### src/rtl/imem_fetch_pkg.sv
// Shared types and constants for the instruction-fetch sequencer.
package imem_fetch_pkg;

   localparam int unsigned INS_ADDRESS = 9;
   localparam int unsigned INS_W       = 32;
   localparam int unsigned PC_STEP     = 4;

   typedef enum logic [1:0] {
      ST_IDLE  = 2'd0,
      ST_RUN   = 2'd1,
      ST_HALT  = 2'd2,
      ST_FAULT = 2'd3
   } fetch_state_e;

   typedef struct packed {
      logic [INS_ADDRESS-1:0] pc;
      logic [INS_W-1:0]       instr;
   } fetch_entry_t;

endpackage

### src/rtl/imem_fetch_fifo.sv
// Shift-organised fetch buffer: entry 0 is always the head, so the head is a flop.
module fetch_fifo
   import imem_fetch_pkg::*;
#(
   parameter int unsigned DEPTH = 2
) (
   input  logic         clk,
   input  logic         rst_n,
   input  logic         push,
   input  logic         pop,
   input  logic         flush,
   input  fetch_entry_t wdata,
   output fetch_entry_t head,
   output logic         full,
   output logic         empty
);

   localparam int unsigned CNT_W = $clog2(DEPTH + 1);
   localparam int unsigned IDX_W = $clog2(DEPTH);

   fetch_entry_t     mem [DEPTH];
   logic [CNT_W-1:0] count;
   logic [CNT_W-1:0] count_nxt;
   logic [IDX_W-1:0] wr_idx;
   logic             do_pop;
   logic             do_push;

   assign do_pop  = pop && !empty;
   assign do_push = push && (!full || do_pop);
   assign head    = mem[0];

   // Write slot accounts for the shift-down caused by a simultaneous pop.
   always_comb begin
      wr_idx    = IDX_W'(do_pop ? count - CNT_W'(1) : count);
      count_nxt = count;
      if (flush) begin
         count_nxt = '0;
      end else begin
         count_nxt = count + CNT_W'(do_push) - CNT_W'(do_pop);
      end
   end

   always_ff @(posedge clk or negedge rst_n) begin
      if (!rst_n) begin
         count <= '0;
         empty <= 1'b1;
         full  <= 1'b0;
         for (int i = 0; i < int'(DEPTH); i++) begin
            mem[i] <= '0;
         end
      end else begin
         count <= count_nxt;
         empty <= (count_nxt == '0);
         full  <= (count_nxt == CNT_W'(DEPTH));
         if (!flush) begin
            if (do_pop) begin
               for (int i = 0; i < int'(DEPTH) - 1; i++) begin
                  mem[i] <= mem[i+1];
               end
            end
            if (do_push) begin
               mem[wr_idx] <= wdata;
            end
         end
      end
   end

endmodule

### src/rtl/imem_fetch_ctrl.sv
// Instruction fetch sequencer: owns the PC, buffers words, handles redirect/halt/fault.
// Optional performance counters enabled by defining FETCH_PERF_CNT_EN.
module imem_fetch_ctrl
   import imem_fetch_pkg::*;
#(
   parameter logic [INS_ADDRESS-1:0] RESET_PC   = '0,
   parameter int unsigned            FIFO_DEPTH = 2
) (
   input  logic                   clk,
   input  logic                   rst_n,
   input  logic                   start,
   input  logic                   halt_req,
   input  logic                   redirect_valid,
   input  logic [INS_ADDRESS-1:0] redirect_pc,
   output logic [INS_ADDRESS-1:0] imem_ra,
   input  logic [INS_W-1:0]       imem_rd,
   output logic                   out_valid,
   input  logic                   out_ready,
   output logic [INS_W-1:0]       out_instr,
   output logic [INS_ADDRESS-1:0] out_pc,
   output logic                   fault,
   output logic [1:0]             state_o
`ifdef FETCH_PERF_CNT_EN
   ,
   output logic [31:0]            perf_fetched,
   output logic [31:0]            perf_stall
`endif
);

   fetch_state_e           state;
   fetch_state_e           state_nxt;
   logic [INS_ADDRESS-1:0] pc;
   logic [INS_ADDRESS-1:0] pc_nxt;
   logic                   fault_nxt;
   logic                   pop;
   logic                   fetch;
   logic                   misaligned;
   logic                   full;
   logic                   empty;
   fetch_entry_t           head;
   fetch_entry_t           wr_entry;

   assign misaligned = redirect_valid && (redirect_pc[1:0] != 2'b00);
   assign pop        = out_valid && out_ready;
   assign fetch      = (state == ST_RUN) && !redirect_valid && (!full || pop);
   assign wr_entry   = '{pc: pc, instr: imem_rd};

   assign imem_ra   = pc;
   assign out_valid = !empty;
   assign out_pc    = head.pc;
   assign out_instr = head.instr;
   assign state_o   = state;

   fetch_fifo #(
      .DEPTH (FIFO_DEPTH)
   ) u_fifo (
      .clk   (clk),
      .rst_n (rst_n),
      .push  (fetch),
      .pop   (pop),
      .flush (redirect_valid),
      .wdata (wr_entry),
      .head  (head),
      .full  (full),
      .empty (empty)
   );

   // Redirect overrides everything; a misaligned target parks in FAULT with pc untouched.
   always_comb begin
      state_nxt = state;
      pc_nxt    = pc;
      fault_nxt = fault;
      if (redirect_valid) begin
         if (misaligned) begin
            state_nxt = ST_FAULT;
            fault_nxt = 1'b1;
         end else begin
            pc_nxt = redirect_pc;
            if (state == ST_FAULT) begin
               state_nxt = ST_HALT;
               fault_nxt = 1'b0;
            end
         end
      end else begin
         if (fetch) begin
            pc_nxt = pc + INS_ADDRESS'(PC_STEP);
         end
         case (state)
            ST_IDLE, ST_HALT: if (start && !halt_req) state_nxt = ST_RUN;
            ST_RUN:           if (halt_req)           state_nxt = ST_HALT;
            default:          state_nxt = state;
         endcase
      end
   end

   always_ff @(posedge clk or negedge rst_n) begin
      if (!rst_n) begin
         state <= ST_IDLE;
         pc    <= RESET_PC;
         fault <= 1'b0;
      end else begin
         state <= state_nxt;
         pc    <= pc_nxt;
         fault <= fault_nxt;
      end
   end

`ifdef FETCH_PERF_CNT_EN
   // Counters survive redirects; only reset clears them.
   always_ff @(posedge clk or negedge rst_n) begin
      if (!rst_n) begin
         perf_fetched <= '0;
         perf_stall   <= '0;
      end else begin
         perf_fetched <= perf_fetched + 32'(fetch);
         if ((state == ST_RUN) && full && !pop) begin
            perf_stall <= perf_stall + 32'd1;
         end
      end
   end
`endif

endmodule

### config.mk
export PLATFORM = sky130hd
export DESIGN_NAME = imem_fetch_ctrl
export DESIGN_NICKNAME = d
export VERILOG_FILES = /design/src/rtl/imem_fetch_pkg.sv /design/src/rtl/imem_fetch_fifo.sv /design/src/rtl/imem_fetch_ctrl.sv
export SDC_FILE = /design/constraint.sdc
export NUM_CORES = 1
export LEC_CHECK = 0
export ABC_AREA = 1
export ABC_CLOCK_PERIOD_IN_PS = 3200
export CORE_MARGIN = 2
export CORE_UTILIZATION = 45
export CTS_CLUSTER_SIZE = 24
export DETAILED_ROUTE_END_ITERATION = 8
export PLACE_DENSITY = 0.82
export SLEW_MARGIN = 0
export SYNTH_ARGS = -nofsm -noshare
export SYNTH_HDL_FRONTEND = slang
export SYNTH_SLANG_ARGS = --single-unit
### constraint.sdc
create_clock -name clk -period 3.2 [get_ports clk]
set_input_delay 0.32 -clock clk [delete_from_list [all_inputs] [get_ports clk]]
set_output_delay 0.32 -clock clk [all_outputs]
set_load 0.05 [all_outputs]
[Word-level counts from Yosys, hierarchy flattened]
Index checks and enable logic that the tools add are counted.
Operators by class
  order comparisons: 2
  reductions and logical operators: 25
  eq/ne operators: 8
  muxes and demuxes: 19
  $add $sub $neg: 4
  bitwise logic cells: 2
Operators with widths (number)
  41-bit 2-to-1 mux: 3
  82-bit bitwise mux: 1
  82-bit 2-to-1 mux: 1
  41-bit demux with 1-bit select: 1
  9-bit 2-to-1 mux: 3
  2-bit 2-to-1 mux: 6
  9-bit by 3-bit adder with 9-bit output (second input constant): 1
  1-bit logical AND: 8
  2-bit equality test (second input constant): 3
  3-bit != test (second input constant): 2
  2-bit AND reduction: 3
  2-bit nonzero test: 3
  1-bit zero test: 4
  2-bit zero test: 2
  2-bit one-hot mux with 2 select lines: 1
  4-bit AND reduction: 1
  1-bit 2-to-1 mux: 3
  3-bit by 1-bit != test with 1-bit output (second input constant): 1
  3-bit nonzero test: 1
  2-bit by 1-bit adder with 2-bit output: 1
  2-bit by 1-bit equality test with 1-bit output (second input constant): 1
  2-bit >= comparator (second input constant): 1
  1-bit logical OR: 2
  2-bit by 1-bit < comparator with 1-bit output (second input constant): 1
  6 further kinds: 6
Storage, ports and cells
  word-level logic and storage cells: 70
  output and inout bits: 54
  flip-flop bits (word level): 98

[Longest topological paths before layout]
  depth after elaboration: 11
  gate-level depth with buffers: 13

[Hierarchy]
Synthesis repeated with hierarchy kept, for this count alone.
Unflattened totals
  cells, all modules: 844
  area total of the unflattened synthesis: 5680.4 µm²
By module, submodules not included
  fetch_fifo: cells an instance 727, area an instance 4877.2 µm², instances 1
  imem_fetch_ctrl: cells an instance 117, area an instance 803.3 µm², instances 1

[Worst setup path after synthesis]
Ideal clock, no wire load.
  kind: reg2reg
  start point: register u_fifo.empty
  end point: register u_fifo.full
  setup time: 0.118 ns
  buffers on the path: 3
  stages on the path, launching flop included: 12
  arrival: 2.015 ns
  setup slack: 1.067 ns
  cells stage by stage: dfstp_2 > nor2_1 > buf_2 > ha_1 > buf_2 > clkbuf_1 > inv_1 > ha_1 > inv_1 > nand2_1 > nand3_1 > nor2_1
Between the ends
  word-level cells in the longest chain between the ends: 9
  elaborated cells on any way between the ends: 11
  classes of those cells: add/sub (2); eq/ne (1); mux (1); reduce/logical (7)
Ends and longest elaborated chain
  start: declaration: line imem_fetch_fifo.sv:15  | output logic empty
  start signal: assignment: line imem_fetch_fifo.sv:53  | empty <= (count_nxt == '0);
  1-bit zero test (*): line imem_fetch_fifo.sv:28, imem_fetch_ctrl.sv:49
  1-bit logical AND: line imem_fetch_ctrl.sv:44  | assign pop = out_valid && out_ready;
  1-bit logical OR / 1-bit logical AND (equally long branches): line imem_fetch_ctrl.sv:45, imem_fetch_fifo.sv:28
  1-bit logical AND / 1-bit logical OR (equally long branches): line imem_fetch_ctrl.sv:45, imem_fetch_fifo.sv:29
  1-bit logical AND: line imem_fetch_fifo.sv:29  | assign do_push = push && (!full || do_pop);
  2-bit by 1-bit adder with 2-bit output: line imem_fetch_fifo.sv:39  | count_nxt = count + CNT_W'(do_push) - CNT_W'(do_pop);
  2-bit by 1-bit subtractor with 2-bit output (*): line imem_fetch_fifo.sv:39
  2-bit 2-to-1 mux (*): line imem_fetch_fifo.sv:36  | if (flush) begin
  2-bit equality test (*): line imem_fetch_fifo.sv:54  | full <= (count_nxt == CNT_W'(DEPTH));
  end signal: assignment: line imem_fetch_fifo.sv:54
  end: declaration: line imem_fetch_fifo.sv:14  | output logic full,
Mark *: on every way between the ends. The rest lies on a longest branch, timed or not.
A chain may end at the register's enable or synchronous reset.

==> results.sh <==
export IMPL_outcome="finished, final reports clean"
export IMPL_holdBufCountCts=0
export IMPL_fp_row_count=41
export IMPL_ys_ff_latch=98
export IMPL_crit_type="reg -> reg"
export IMPL_cts_buffers=9
export IMPL_p_leak_nw=3.66
export IMPL_synth_warnings=0
export IMPL_first_global_vias=4958
export IMPL_detail_route_antenna_nets=0
export IMPL_clock_sinks=98
export IMPL_fmax_mhz=432
export IMPL_synth_xor_area_share_pct=0.153
export IMPL_yosys_top_cells_area="dfrtp_1, nand2_1, inv_1"
export IMPL_synth_top_family_by_area="simple AND/OR/NAND/NOR gates"
export IMPL_cp_common_cell="nand2_1"
export IMPL_yosys_top_cells_count="nand2_1, dfrtp_1, inv_1"
export IMPL_syn_to_final_growth_pct=19.1
export IMPL_grtUsageTotal_pct=21.4
export IMPL_port_buffers=100
export IMPL_clk_pin_slew_ps=70
export IMPL_cts_setup_buffers=0
export IMPL_cp_cell_sequence="inv_1 > nand2_1 > nor2_4 > nand2_2 > nor2_4 > buf_12 > nand2_1 > nand2_1"
export IMPL_synthAdderAreaFrac_pct=0.655
export IMPL_first_pass_iters=5
export IMPL_power_density_nw_per_um2=1000
export IMPL_pwr_share_seq_pct=31.6
export IMPL_grt_setup_unrepaired="false"
export IMPL_maxCapViolations=0
export IMPL_syn_inst=830
export IMPL_crit_fanout=29
export IMPL_max_slew_margin_pct=34.0
export IMPL_finClkSkew_ps=7.22
export IMPL_tns_ps=0
export IMPL_grt_overflow_total=0
export IMPL_yosys_area_top_type="dfrtp_1"
export IMPL_htree_levels=3
export IMPL_clk_latency_ps=350
export IMPL_final_period_utilization_pct=72.3
export IMPL_die_area_sq_um=13600
export IMPL_r2r_cells=8
export IMPL_drtIter0Drc=541
export IMPL_end_kind="register"
export IMPL_antenna_found_initial=0
export IMPL_synth_distinct_cells=21
export IMPL_clkPwrFrac_pct=16.0
export IMPL_n_antenna_cell=0
export IMPL_dr_total_vias=5203
export IMPL_wl_um=13900
export IMPL_r2r_slack_ps=890
export IMPL_swShare_pct=48.1
export IMPL_min_period_ps=2310
export IMPL_cts_root_buf="clkbuf_16"
export IMPL_viasPerCell=5.00
export IMPL_max_stage_delay_ps=460
export IMPL_nets=914
export IMPL_critPathSlowestCell="nor2_4"
export IMPL_synth_flop_cell="dfrtp_1"
export IMPL_initial_core_util_pct=45.8
export IMPL_io_pins=101
export IMPL_cts_buffer_depth=2
export IMPL_ir_drop_v=0.000504
export IMPL_synth_compound_area_share_pct=4.89
export IMPL_whs_ps=39.5
export IMPL_synth_most_common_cell="nand2_1"
export IMPL_drc_errors=0
export IMPL_yosysSeqAreaShare_pct=42.8
export IMPL_pwr_share_comb_pct=52.4
export IMPL_finalMaxSlewViolations=0
export IMPL_routabilityCongestion=0.782
export IMPL_startpoint_type="register"
export IMPL_cp_arrival_ps=2600
export IMPL_synth_edf_count=0
export IMPL_coreArea_sq_um=12500
export IMPL_internal_power_w=0.00355
export IMPL_synthArstFlopShare_pct=100
export IMPL_hold_viol_final=0
export IMPL_grt_max_degree=60
export IMPL_netlist_area_sq_um=5730
export IMPL_hold_path_class="in -> async"
export IMPL_wl_per_cell_um=13.4
export IMPL_dp_slack_ps=714
export IMPL_cts_repair_resize_count=0
export IMPL_synth_area_mux_share_pct=0
export IMPL_synth_simple_area_share_pct=35.4
export IMPL_die_x_um=117
export IMPL_tightest_slew_ps=989
export IMPL_r2r_start="state_o[1]"
export IMPL_die_h_um=117
export IMPL_cts_tree="built"
export IMPL_required_ps=3480
export IMPL_finalSetupViolations=0
export IMPL_setup_ws_ps=888
export IMPL_yosysTopAreaCellShare_pct=42.4
export IMPL_syn_area_per_cell_sq_um=6.90
export IMPL_synth_nets=880
export IMPL_grt_pass1_wl_um=23200
export IMPL_hpwl_um=8840
export IMPL_p_switching_w=0.00329
export IMPL_drive_above_1_share_pct=5.29
worst max-delay path, delay by kind of cell (launching register included):
kind | cells | cell delay (ps)
AND/OR/NAND/NOR | 6 | 1470
buffers and inverters | 2 | 330
flip-flops | 1 | 420
per-layer routing:
layer	vias to the layer above	GRT usage (%)	wire [um]
met5	-	0	0
met4	0	7.76	199
met3	15	3.71	885
met2	160	35.7	6700
met1	2433	28.1	6130
li1	2595	-	-
how the worst max path moves through the flow:
stage	from	end	slack (ps)	cells past startpoint
after detailed placement	out_ready	u_fifo.head[12]	710	9
after CTS	state_o[1]	register	920	8
after global routing	state_o[1]	register	670	8
final	state_o[1]	register	890	8
after global placement	out_ready	u_fifo.head[11]	760	9
after floorplan	u_fifo.empty	u_fifo.full	1070	11
cell type report:
| type | count | area, sq um |
|---|---|---|
| flip-flops and latches | 98 | 2450 |
| clock buffers | 11 | 243 |
| inverters | 96 | 360 |
| repair buffers | 114 | 1120 |
| clock inverters | 5 | 53.8 |
| fillers | 1237 | 5700 |
| multi-input cells | 545 | 2370 |
| well taps | 172 | 215 |
power by group through the flow:
stage | Clock [W] | Combinational, W | Sequential [W]
floorplan | 0 | 0.00270 | 0.00227
global placement | 0 | 0.00351 | 0.00216
detailed placement | 0 | 0.00357 | 0.00217
CTS | 0.00111 | 0.00359 | 0.00216
global route | 0.00115 | 0.00394 | 0.00223
finish | 0.00109 | 0.00358 | 0.00216
placed cells by master (no fill, tap or decap), types with 3 or more instances in the layout:
master,instances
buf_4,13
clkbuf_16,9
clkdlybuf4s50_1,98
clkinv_2,3
dfrtp_1,97
inv_1,94
nand2_1,364
nand2_2,4
nand3_1,56
nand4_1,42
nor2_1,12
nor2_4,3
o21ai_0,24
o21ai_1,30
or2_2,3
through the flow:
stage               util [%]  instance area, sq um  power [W]  std cells
finish                  54.5                  6820    0.00683       1041
CTS                     54.5                  6820    0.00685       1041
global route            54.5                  6820    0.00731       1041
floorplan                  -                  5730    0.00497        830
detailed placement      52.1                  6520    0.00575       1025
global placement        52.1                  6520    0.00567       1025
cells by family (layout without fill, tap and decap cells):
kind of cell / count (synthesis) / after routing
flops: 98 / 98
compound gates: 56 / 56
buf+inv: 187 / 226
fa+ha+maj: 3 / 3
xor+xnor: 1 / 1
simple gates: 485 / 485
(Power assumes the default switching activity.)
